$ cat config.mk
export PLATFORM = sky130hd
export DESIGN_NAME = accum_alu
export DESIGN_NICKNAME = d
export VERILOG_FILES = /design/src/rtl/accum_alu.sv
export SDC_FILE = /design/constraint.sdc
export NUM_CORES = 1
export LEC_CHECK = 0
export CORE_ASPECT_RATIO = 1.5
export CORE_MARGIN = 2
export CORE_UTILIZATION = 31
export DETAILED_ROUTE_END_ITERATION = 8
export PLACE_DENSITY_LB_ADDON = 0.08
export REMOVE_ABC_BUFFERS = 1
export SLEW_MARGIN = 20
export SYNTH_ARGS = -nofsm -noshare
export SYNTH_HDL_FRONTEND = slang
export SYNTH_SLANG_ARGS = --single-unit
export TNS_END_PERCENT = 10
$ cat constraint.sdc
create_clock -name clk -period 5.5 [get_ports clk]
set_input_delay 1.1 -clock clk [delete_from_list [all_inputs] [get_ports clk]]
set_output_delay 1.1 -clock clk [all_outputs]
set_load 0.005 [all_outputs]
$ cat src/rtl/accum_alu.sv
// Sequential accumulator ALU: one-cycle logic/add/sub/load ops, plus iterative
// shift-add multiply and restoring divide/modulo using the accumulator as operand B.
module accum_alu #(
  parameter int WIDTH = 16
) (
  input  logic               clk,
  input  logic               rst,
  input  logic               start,
  input  logic [3:0]         op_code,
  input  logic [WIDTH-1:0]   input1,
  output logic [2*WIDTH-1:0] output1,
  output logic               busy,
  output logic               done,
  output logic [1:0]         err_code
);
  localparam int CW = $clog2(WIDTH + 1);

  localparam logic [3:0] OP_ADD  = 4'd0;
  localparam logic [3:0] OP_SUB  = 4'd1;
  localparam logic [3:0] OP_MUL  = 4'd2;
  localparam logic [3:0] OP_DIV  = 4'd3;
  localparam logic [3:0] OP_MOD  = 4'd4;
  localparam logic [3:0] OP_AND  = 4'd5;
  localparam logic [3:0] OP_OR   = 4'd6;
  localparam logic [3:0] OP_NAND = 4'd7;
  localparam logic [3:0] OP_NOR  = 4'd8;
  localparam logic [3:0] OP_XOR  = 4'd9;
  localparam logic [3:0] OP_XNOR = 4'd10;
  localparam logic [3:0] OP_NOT  = 4'd11;
  localparam logic [3:0] OP_ONES = 4'd12;
  localparam logic [3:0] OP_ZERO = 4'd13;
  localparam logic [3:0] OP_LOAD = 4'd14;

  typedef enum logic {IDLE, RUN} state_t;

  state_t             state_q, state_d;
  logic [2*WIDTH-1:0] acc_q, acc_d;
  logic               busy_q, busy_d;
  logic               done_q, done_d;
  logic [1:0]         err_q, err_d;
  logic [CW-1:0]      cnt_q, cnt_d;
  logic [3:0]         op_q, op_d;
  logic [WIDTH-1:0]   a_q, a_d;     // multiplier (shifts right) or dividend/quotient (shifts left)
  logic [2*WIDTH-1:0] b_q, b_d;     // multiplicand (shifts left) or divisor (static)
  logic [2*WIDTH-1:0] p_q, p_d;     // partial product or partial remainder

  logic [WIDTH-1:0]   b_op;
  logic [WIDTH:0]     sum, diff;
  logic [2*WIDTH-1:0] single_res;
  logic               single_err0;

  logic [2*WIDTH-1:0] mul_p_step;
  logic [WIDTH:0]     rem_sh, rem_new;
  logic               rem_ge;
  logic [WIDTH-1:0]   quo_step;

  assign b_op = acc_q[WIDTH-1:0];
  assign sum  = {1'b0, input1} + {1'b0, b_op};
  assign diff = {1'b0, input1} - {1'b0, b_op};

  assign mul_p_step = a_q[0] ? (p_q + b_q) : p_q;

  // Restoring division: shift the next dividend bit into the remainder, subtract if it fits.
  assign rem_sh   = {p_q[WIDTH-1:0], a_q[WIDTH-1]};
  assign rem_ge   = (rem_sh >= {1'b0, b_q[WIDTH-1:0]});
  assign rem_new  = rem_ge ? (rem_sh - {1'b0, b_q[WIDTH-1:0]}) : rem_sh;
  assign quo_step = {a_q[WIDTH-2:0], rem_ge};

  always_comb begin
    single_res  = acc_q;
    single_err0 = 1'b0;
    case (op_code)
      OP_ADD: begin
        single_res  = {{(WIDTH-1){1'b0}}, sum};
        single_err0 = sum[WIDTH];
      end
      OP_SUB: begin
        single_res  = {{(WIDTH-1){diff[WIDTH]}}, diff};
        single_err0 = diff[WIDTH];
      end
      OP_AND:  single_res = {{WIDTH{1'b0}}, input1 & b_op};
      OP_OR:   single_res = {{WIDTH{1'b0}}, input1 | b_op};
      OP_NAND: single_res = {{WIDTH{1'b0}}, ~(input1 & b_op)};
      OP_NOR:  single_res = {{WIDTH{1'b0}}, ~(input1 | b_op)};
      OP_XOR:  single_res = {{WIDTH{1'b0}}, input1 ^ b_op};
      OP_XNOR: single_res = {{WIDTH{1'b0}}, ~(input1 ^ b_op)};
      OP_NOT:  single_res = {{WIDTH{1'b0}}, ~input1};
      OP_ONES: single_res = {(2*WIDTH){1'b1}};
      OP_ZERO: single_res = '0;
      OP_LOAD: single_res = {{WIDTH{1'b0}}, input1};
      default: single_res = acc_q;
    endcase
  end

  always_comb begin
    state_d = state_q;
    acc_d   = acc_q;
    busy_d  = busy_q;
    done_d  = 1'b0;
    err_d   = err_q;
    cnt_d   = cnt_q;
    op_d    = op_q;
    a_d     = a_q;
    b_d     = b_q;
    p_d     = p_q;
    case (state_q)
      IDLE: begin
        if (start) begin
          if (op_code == OP_MUL || ((op_code == OP_DIV || op_code == OP_MOD) && b_op != '0)) begin
            state_d = RUN;
            busy_d  = 1'b1;
            cnt_d   = CW'(WIDTH);
            op_d    = op_code;
            a_d     = input1;
            b_d     = {{WIDTH{1'b0}}, b_op};
            p_d     = '0;
          end else if (op_code == OP_DIV || op_code == OP_MOD) begin
            err_d  = 2'b10;
            done_d = 1'b1;
          end else begin
            acc_d  = single_res;
            err_d  = {1'b0, single_err0};
            done_d = 1'b1;
          end
        end
      end
      RUN: begin
        cnt_d = cnt_q - 1'b1;
        if (op_q == OP_MUL) begin
          p_d = mul_p_step;
          b_d = b_q << 1;
          a_d = a_q >> 1;
        end else begin
          p_d = {{(WIDTH-1){1'b0}}, rem_new};
          a_d = quo_step;
        end
        if (cnt_q == CW'(1)) begin
          state_d = IDLE;
          busy_d  = 1'b0;
          done_d  = 1'b1;
          err_d   = 2'b00;
          if (op_q == OP_MUL)      acc_d = mul_p_step;
          else if (op_q == OP_DIV) acc_d = {{WIDTH{1'b0}}, quo_step};
          else                     acc_d = {{(WIDTH-1){1'b0}}, rem_new};
        end
      end
      default: state_d = IDLE;
    endcase
  end

  always_ff @(posedge clk) begin
    if (rst) begin
      state_q <= IDLE;
      acc_q   <= '0;
      busy_q  <= 1'b0;
      done_q  <= 1'b0;
      err_q   <= 2'b00;
      cnt_q   <= '0;
      op_q    <= '0;
      a_q     <= '0;
      b_q     <= '0;
      p_q     <= '0;
    end else begin
      state_q <= state_d;
      acc_q   <= acc_d;
      busy_q  <= busy_d;
      done_q  <= done_d;
      err_q   <= err_d;
      cnt_q   <= cnt_d;
      op_q    <= op_d;
      a_q     <= a_d;
      b_q     <= b_d;
      p_q     <= p_d;
    end
  end

  assign output1  = acc_q;
  assign busy     = busy_q;
  assign done     = done_q;
  assign err_code = err_q;
endmodule

Word level (Yosys, flattened, before mapping)
Cells that the tools add are included.
- input bits: 23
- word-level logic and storage cells: 102
- register bits: 126
- output and inout bits: 36
- reductions and logical operators: 11
- bitwise gates (word level): 8
- $add $sub $neg: 5
- eq/ne operators: 24
- order comparisons: 1
- mux-type cells: 43
- operators by type and width (operator ; count):
    32-bit two-way mux ; 12
    32-bit case mux with 12 select lines ; 1
    32-bit case mux with 2 select lines ; 3
    16-bit NOT ; 4
    16-bit two-way mux ; 3
    17-bit two-way mux ; 2
    32-bit adder ; 1
    16-bit case mux with 2 select lines ; 1
    4-bit equality test (second input constant) ; 7
    16-bit by 16-bit adder with 17-bit output ; 1
    17-bit by 16-bit >= comparator with 1-bit output ; 1
    16-bit by 16-bit subtractor with 17-bit output ; 1
    17-bit by 16-bit subtractor with 17-bit output ; 1
    16-bit bitwise AND ; 1
    4-bit by 2-bit equality test with 1-bit output (second input constant) ; 4
    4-bit by 3-bit equality test with 1-bit output (second input constant) ; 4
    16-bit OR ; 1
    16-bit nonzero test ; 1
    16-bit bitwise XOR ; 1
    13-bit by 1-bit inequality test with 1-bit output (second input constant) ; 1
    3-bit AND reduction ; 4
    5-bit two-way mux ; 2
    5-bit case mux with 2 select lines ; 1
    1-bit two-way mux ; 9
    14 further kinds ; 25

Longest topological paths before layout
Gate-level depths: netlist of run 1.
- depth in word-level cells: 7
- gate-level depth with buffers: 13
- gate-level depth less buffers: 12

Least setup slack after synthesis of run 1
No wires, ideal clock.
- path kind: input -> register
- from: input port input1[0]
- to: register acc_q[16], in the netlist output1[16]
- library setup time: 79 ps
- path buffers: 1
- path slack: 2068 ps
- arrival: 3352 ps
- cell stages on the path: 13
- required time: 5421 ps
- cell sequence: inv_1 ha_1 fa_1 nor2_1 o311a_1 o2111ai_1 a31oi_1 or4_1 a21oi_2 o21a_1 buf_6 nor3_2 a211oi_2
- longest elaborated chain between the ends: 6
- elaborated cells on any way between the ends: 7
- those cells by class: add/sub (2); mux (5)
- ends and longest elaborated chain (what ; line ; source):
    start, declared ; 10 ; input logic [WIDTH-1:0] input1,
    16-bit by 16-bit subtractor with 17-bit output or 16-bit by 16-bit adder with 17-bit output (tied branches) ; 59, 58 ;
    32-bit case mux with 12 select lines (*) ; 72 ; case (op_code)
    32-bit two-way mux (*) ; 117 ; end else if (op_code == OP_DIV || op_code == OP_MOD) begin
    32-bit two-way mux (*) ; 109 ; if (op_code == OP_MUL || ((op_code == OP_DIV || op_code == OP_MOD) && b_op != '0)) begin
    32-bit two-way mux (*) ; 108 ; if (start) begin
    32-bit case mux with 2 select lines (*) ; 106 ; case (state_q)
    end signal, assigned ; 154 ; acc_q <= '0;
    end signal, assigned ; 165 ; acc_q <= acc_d;
    end, declared ; 37 ; logic [2*WIDTH-1:0] acc_q, acc_d;
Mark *: on every way between the ends. The rest lies on a longest branch, timed or not. The select of a mux whose other input is x is not followed.
A chain may end at the register's enable or synchronous reset.

Final worst setup path of run 1
- from: input port input1[2]
- to: register acc_q[16], in the netlist output1[16]
The elaborated chain is that of the path after synthesis.

==> results.cfg, run 1 <==
[die]
initial_core_util = 0.313
num_rows = 87
io_pins = 59
fp.dieArea_sq_um = 39500
die_w_um = 163
core-area_sq_um = 37400
fp.dieH_um = 242

[grt]
grt_max_degree = 55
grt_pass1_vias = 12300
gr-total-overflow = 0
grt_pass1_wl_um = 75200
antenna_found_initial = 0
grtUsageTotal = 0.251

[clock_network]
cts_max_path_buffers = 2
root_buffer = clkbuf_16
numCtsBuffers = 17
clkSlewWorstSetupHoldPaths_ns = 0.06
cts_num_sinks = 126
clkLatencyLatePin_ns = 0.46
cts_tree = built
h-tree-depth = 4
post_cts_buffers = 0
hold_buffers = 0
cts_resized = 0

[yosys]
synthSimpleGateAreaFrac = 0.221
synth_top_family_by_area = compound AO/OA/AOI/OAI gates
async_reset_ff_frac = 0
ys_seq_elements = 126
ys_seq_area_frac = 0.215
avgSynthCellArea_sq_um = 7.35
synth_edf_count = 0
muxShareOfSynthArea = 0.0460
syn-cell-area_sq_um = 11700
synth_xor_area_frac = 0.0328
synth_fa_ha_area_frac = 0.112
synth-compound-area-share = 0.308
yosysWarnings = 0
syn_inst = 1597
yosys.cell_types.count = 89
ys.flop_type = dfxtp_1

[timing]
fmax_ghz = 0.221
setup_viol_count_final = 0
rsz0062_at_grt = false
fin_worst_skew_ns = 0.0103
min_period_ns = 4.53
relSlewSlack = 0.304
final.setup.tns_ns = 0
hold_slack_ns = 0.471
fin_crit_sh = 0.824
hold_violations = 0
maxSlewViolCount = 0
worst_pin_slew_ns = 1.03

[drt]
drcViolationCount = 0
wl_um = 49200
vias = 12100
wl_per_cell_um = 23.3
drtAntennaViolNets = 0
drt_iter0_drc = 746
dr.pass1.iters = 6
viasPerCell = 5.74

[critical_path]
reg2reg_depth = 12
crit_type = input pin to register
cp_max_fo = 10
cp-end-kind = register
worstPathArrival_ns = 4.85
critPathLaunchType = input pin
cp.required_ns = 5.82

[finish]
fin_util = 0.359
layout_common_cells = 199 x nand2_1, 168 x nor2_1, 136 x a21oi_1, 125 x dfxtp_1, 99 x ha_1
final_common_cell = nand2_1
synthToLayoutAreaGrowth_pct = 14.7
n_antenna_cell = 0
drive_above_1_share = 0.0781
fin_nets = 1739

[placement]
numPortBuffers = 58
hpwlAfterDp_um = 37800
place_congestion = 0.913

[power]
power_leakage_uw = 0.00520
power.density_nw_per_um2 = 272
p_int_uw = 2220
switching_share = 0.394
p_clk_frac = 0.325
power_switching_uw = 1440
vdd_drop_max_uv = 186
p_total_uw = 3660
p_comb_frac = 0.387
seq_power_share = 0.288

[worst_hold_path]
hold_class = register to register
whs_path_depth = 2

[run]
maxCapViolations = 0

[status]
status = finished, final reports clean
[registers in the layout, indices dropped and copies added (netlist names)]
signal and flops:
a_q 16, b_q 32, busy 1, cnt_q 5, done 1, err_code 2
op_q 4, output1 32, p_q 32, state_q 1
[path summary, 6_finish.rpt]
path,startpoint,end,slack (ns)
worst max-delay path,input1[2],output1[16]$_SDFFE_PP0P_,0.97
worst min register to register,b_q[19]$_SDFFE_PP0P_,b_q[20]$_SDFFE_PP0P_,0.47
worst min-delay path,b_q[19]$_SDFFE_PP0P_,b_q[20]$_SDFFE_PP0P_,0.47
worst max register to register,b_q[1]$_SDFFE_PP0P_,output1[2]$_SDFFE_PP0P_,1.47
[cells in the mapped netlist, types with 7 or more instances]
library cell	count	area, sq um
a22oi_1	11	82.6
a222oi_1	15	150
a311oi_1	7	61.3
nand3_1	46	230
o2111ai_1	11	96.3
mux2i_1	46	460
a211o_1	9	78.8
nand2b_1	24	150
nor3b_1	9	67.6
a21oi_1	137	686
buf_1	10	37.5
a41oi_1	7	61.3
o21bai_1	7	52.6
a22o_1	7	61.3
o211ai_1	8	60.1
nor2_1	170	638
o311ai_0	10	87.6
clkbuf_1	80	300
a21o_1	17	128
a31oi_1	8	50.1
buf_2	11	55.1
a211oi_1	39	293
dfxtp_1	126	2520
xnor2_1	30	263
ha_1	99	1240
o21ai_0	96	480
nand4_1	10	62.6
nand2_1	199	747
nor2b_1	20	125
o31ai_1	7	52.6
and2_1	7	43.8
inv_1	83	312
o221ai_1	7	61.3
and3_1	8	50.1
xor2_1	14	123
o22ai_1	11	68.8
a32o_1	14	140
a211oi_2	7	87.6
o21a_1	15	113
nor4_1	12	75.1
nor3_1	27	135
[through the flow]
stage / cell area (sq um) / setup slack, ns / std cells
floorplan: 11300 / 1.69 / 1491
global placement: 12900 / 0.591 / 2083
detailed placement: 12900 / 0.549 / 2083
CTS: 13500 / 1.00 / 2115
global route: 13500 / 0.723 / 2115
finish: 13500 / 0.969 / 2115
[per-layer routing]
metal	wire, um	global-route usage	vias to the layer above
li1	-	-	5878
met2	26100	0.472	294
met1	19400	0.274	5866
met3	1350	0.0217	98
met4	2340	0.129	0
met5	0	0	-
[power groups by stage]
| stage | registers [uW] | logic, uW | clock network [uW] |
|---|---|---|---|
| floorplan | 1050 | 907 | 0 |
| global placement | 1080 | 1410 | 0 |
| detailed placement | 1070 | 1410 | 0 |
| CTS | 1050 | 1410 | 1220 |
| global route | 1060 | 1540 | 1240 |
| finish | 1050 | 1420 | 1190 |
[kinds of logic (layout without fill, tap and decap cells)]
group | Yosys count | after routing
AO/OA/AOI/OAI | 517 | 517
XOR/XNOR | 44 | 44
adder cells (fa/ha/maj) | 103 | 103
buffers and inverters | 189 | 218
flip-flops | 126 | 126
multiplexers | 53 | 53
AND/OR/NAND/NOR | 565 | 565
[final cells by class]
type / count / area, sq um
timing repair buffer: 103 / 936
multi-input combinational: 1282 / 8480
clock buffer: 17 / 425
sequential: 126 / 2520
clock inverter: 15 / 176
tap: 489 / 612
fill: 4065 / 24000
inverter: 83 / 312
[critical path, stage by stage]
cell             delay [ns]
clkdlybuf4s50_1        0.58
inv_1                  0.07
ha_1                   0.44
nor2b_1                0.21
o31a_1                 0.29
o41ai_1                0.84
a21oi_1                0.31
a31o_2                 0.37
a31oi_1                0.24
nor3_1                 0.14
nor3_2                 0.17
a211oi_2               0.09
Note: power is estimated with default switching activity, not from simulation.
==> run 2: changes to the inputs <==
==> constraint.sdc (replaced) <==
create_clock -name clk -period 4.45 [get_ports clk]
set_input_delay 0.89 -clock clk [delete_from_list [all_inputs] [get_ports clk]]
set_output_delay 0.89 -clock clk [all_outputs]
set_load 0.005 [all_outputs]
==> run 2 against run 1 <==
Highest routed layer unchanged; via count increased by 1.3%; utilization increased by 0.62 points; die area unchanged; clock skew about the same; largest power group unchanged; critical path type unchanged; global-route usage about the same; count of clock-buffer cells in the layout increased by 3; routed wire length increased by 0.76%; clock power increased by 19%; combinational power increased by 26%; non-clock buffer count increased by 36; first-iteration DRC count decreased by 0.13%.
==> results.cfg, run 2 (synthesis gave the netlist of run 1 again) <==
[timing]
worst_pin_slew_ns = 0.976
hold_violations = 0
hold_slack_ns = 0.469
final.setup.tns_ns = 0
relSlewSlack = 0.341
min_period_ns = 4.17
maxSlewViolCount = 0
fin_crit_sh = 0.937
fmax_ghz = 0.240
rsz0062_at_grt = false
setup_viol_count_final = 0
fin_worst_skew_ns = 0.0103

[critical_path]
cpMaxStageDelayCell = o41ai_1
cp.required_ns = 4.77
cp-end-kind = register
crit_type = input pin to register
path_depth = 13
crit_buf_inv = 3
cp_max_fo = 9
critPathLaunchType = input pin
path_cells = clkdlybuf4s50_1 -> inv_1 -> ha_1 -> buf_4 -> nor2b_1 -> o31a_1 -> o41ai_1 -> a21oi_1 -> a31o_2 -> a31oi_1 -> nor3_1 -> nor3_2 -> a211oi_2
crit_family = compound AO/OA/AOI/OAI gates
reg2reg_depth = 12
max_stage_delay_ns = 0.80
worstPathArrival_ns = 4.49

[clock_network]
hold_buffers = 0
root_buffer = clkbuf_16
h-tree-depth = 4
clkSlewWorstSetupHoldPaths_ns = 0.06
clkLatencyLatePin_ns = 0.45
cts_num_sinks = 126
cts_tree = built
cts_max_path_buffers = 2
cts_resized = 0
post_cts_buffers = 0
numCtsBuffers = 17

[drt]
drcViolationCount = 0
drt_iter0_drc = 745
viasPerCell = 5.72
vias = 12300
dr.pass1.iters = 5
wl_per_cell_um = 23.1
drtAntennaViolNets = 0
wl_um = 49600

[grt]
antenna_found_initial = 0
grtUsageTotal = 0.250
gr-total-overflow = 0
grt_pass1_vias = 12300
grt_max_degree = 67
grt_pass1_wl_um = 75200

[power]
p_total_uw = 4510
power_leakage_uw = 0.00537
vdd_drop_max_uv = 211
power.density_nw_per_um2 = 330

[worst_hold_path]
whs_path_depth = 2
hold_class = register to register

[placement]
placed_area_sq_um = 13100
place_congestion = 0.920
numPortBuffers = 58
hpwlAfterDp_um = 38600

[finish]
n_antenna_cell = 0
fin_area_sq_um = 13700
fin_nets = 1775
drive_above_1_share = 0.0964
synthToLayoutAreaGrowth_pct = 16.7
layout_common_cells = 199 x nand2_1, 168 x nor2_1, 136 x a21oi_1, 125 x dfxtp_1, 99 x ha_1
final_common_cell = nand2_1
fin_util = 0.366

[die]
core-area_sq_um = 37400
fp.dieArea_sq_um = 39500
fp.dieH_um = 242
io_pins = 59
initial_core_util = 0.313
num_rows = 87
die_w_um = 163

[status]
status = finished, final reports clean

[run]
maxCapViolations = 0
[run 2: power breakdown]
part / switching [uW] / internal [uW]
clock network: 561 / 860
logic: 1050 / 739
registers: 103 / 1200
total: 1720 / 2800
[run 2: path summary, 6_finish.rpt]
path | start | endpoint | slack (ns)
setup / recovery | input1[2] | output1[16]$_SDFFE_PP0P_ | 0.28
hold reg to reg | b_q[19]$_SDFFE_PP0P_ | b_q[20]$_SDFFE_PP0P_ | 0.47
hold / removal | b_q[19]$_SDFFE_PP0P_ | b_q[20]$_SDFFE_PP0P_ | 0.47
setup reg to reg | output1[2]$_SDFFE_PP0P_ | output1[16]$_SDFFE_PP0P_ | 0.72
[run 2: per-layer routing]
layer  up-vias  global-route usage  wire length (um)
li1       5926                   -                 -
met1      5895               0.271             19300
met2       339               0.465             25800
met3       128              0.0241              1550
met4         0               0.145              2940
met5         -                   0                 0
[run 2: through the flow]
step,cells,worst slack (ns)
global route,2149,0.209
finish,2149,0.281
floorplan,1491,0.696
global placement,2119,-0.169
CTS,2149,0.318
detailed placement,2119,-0.138
[run 2: layout make-up]
cell class,count,area [sq um]
sequential,126,2520
clock inverter,10,114
fill,4049,23800
inverter,83,312
timing repair buffer,139,1190
tap,489,612
clock buffer,20,467
multi-input combinational,1282,8470
[run 2: worst reg2reg max path: cells and delay by family, from the launching register on]
kind	cells	cell delay, ns
DFF	1	0.49
and+or+nand+nor	3	0.46
AOI/OAI and AO/OA	6	2.04
adders and majority gates	1	0.31
buffers and inverters	2	0.29
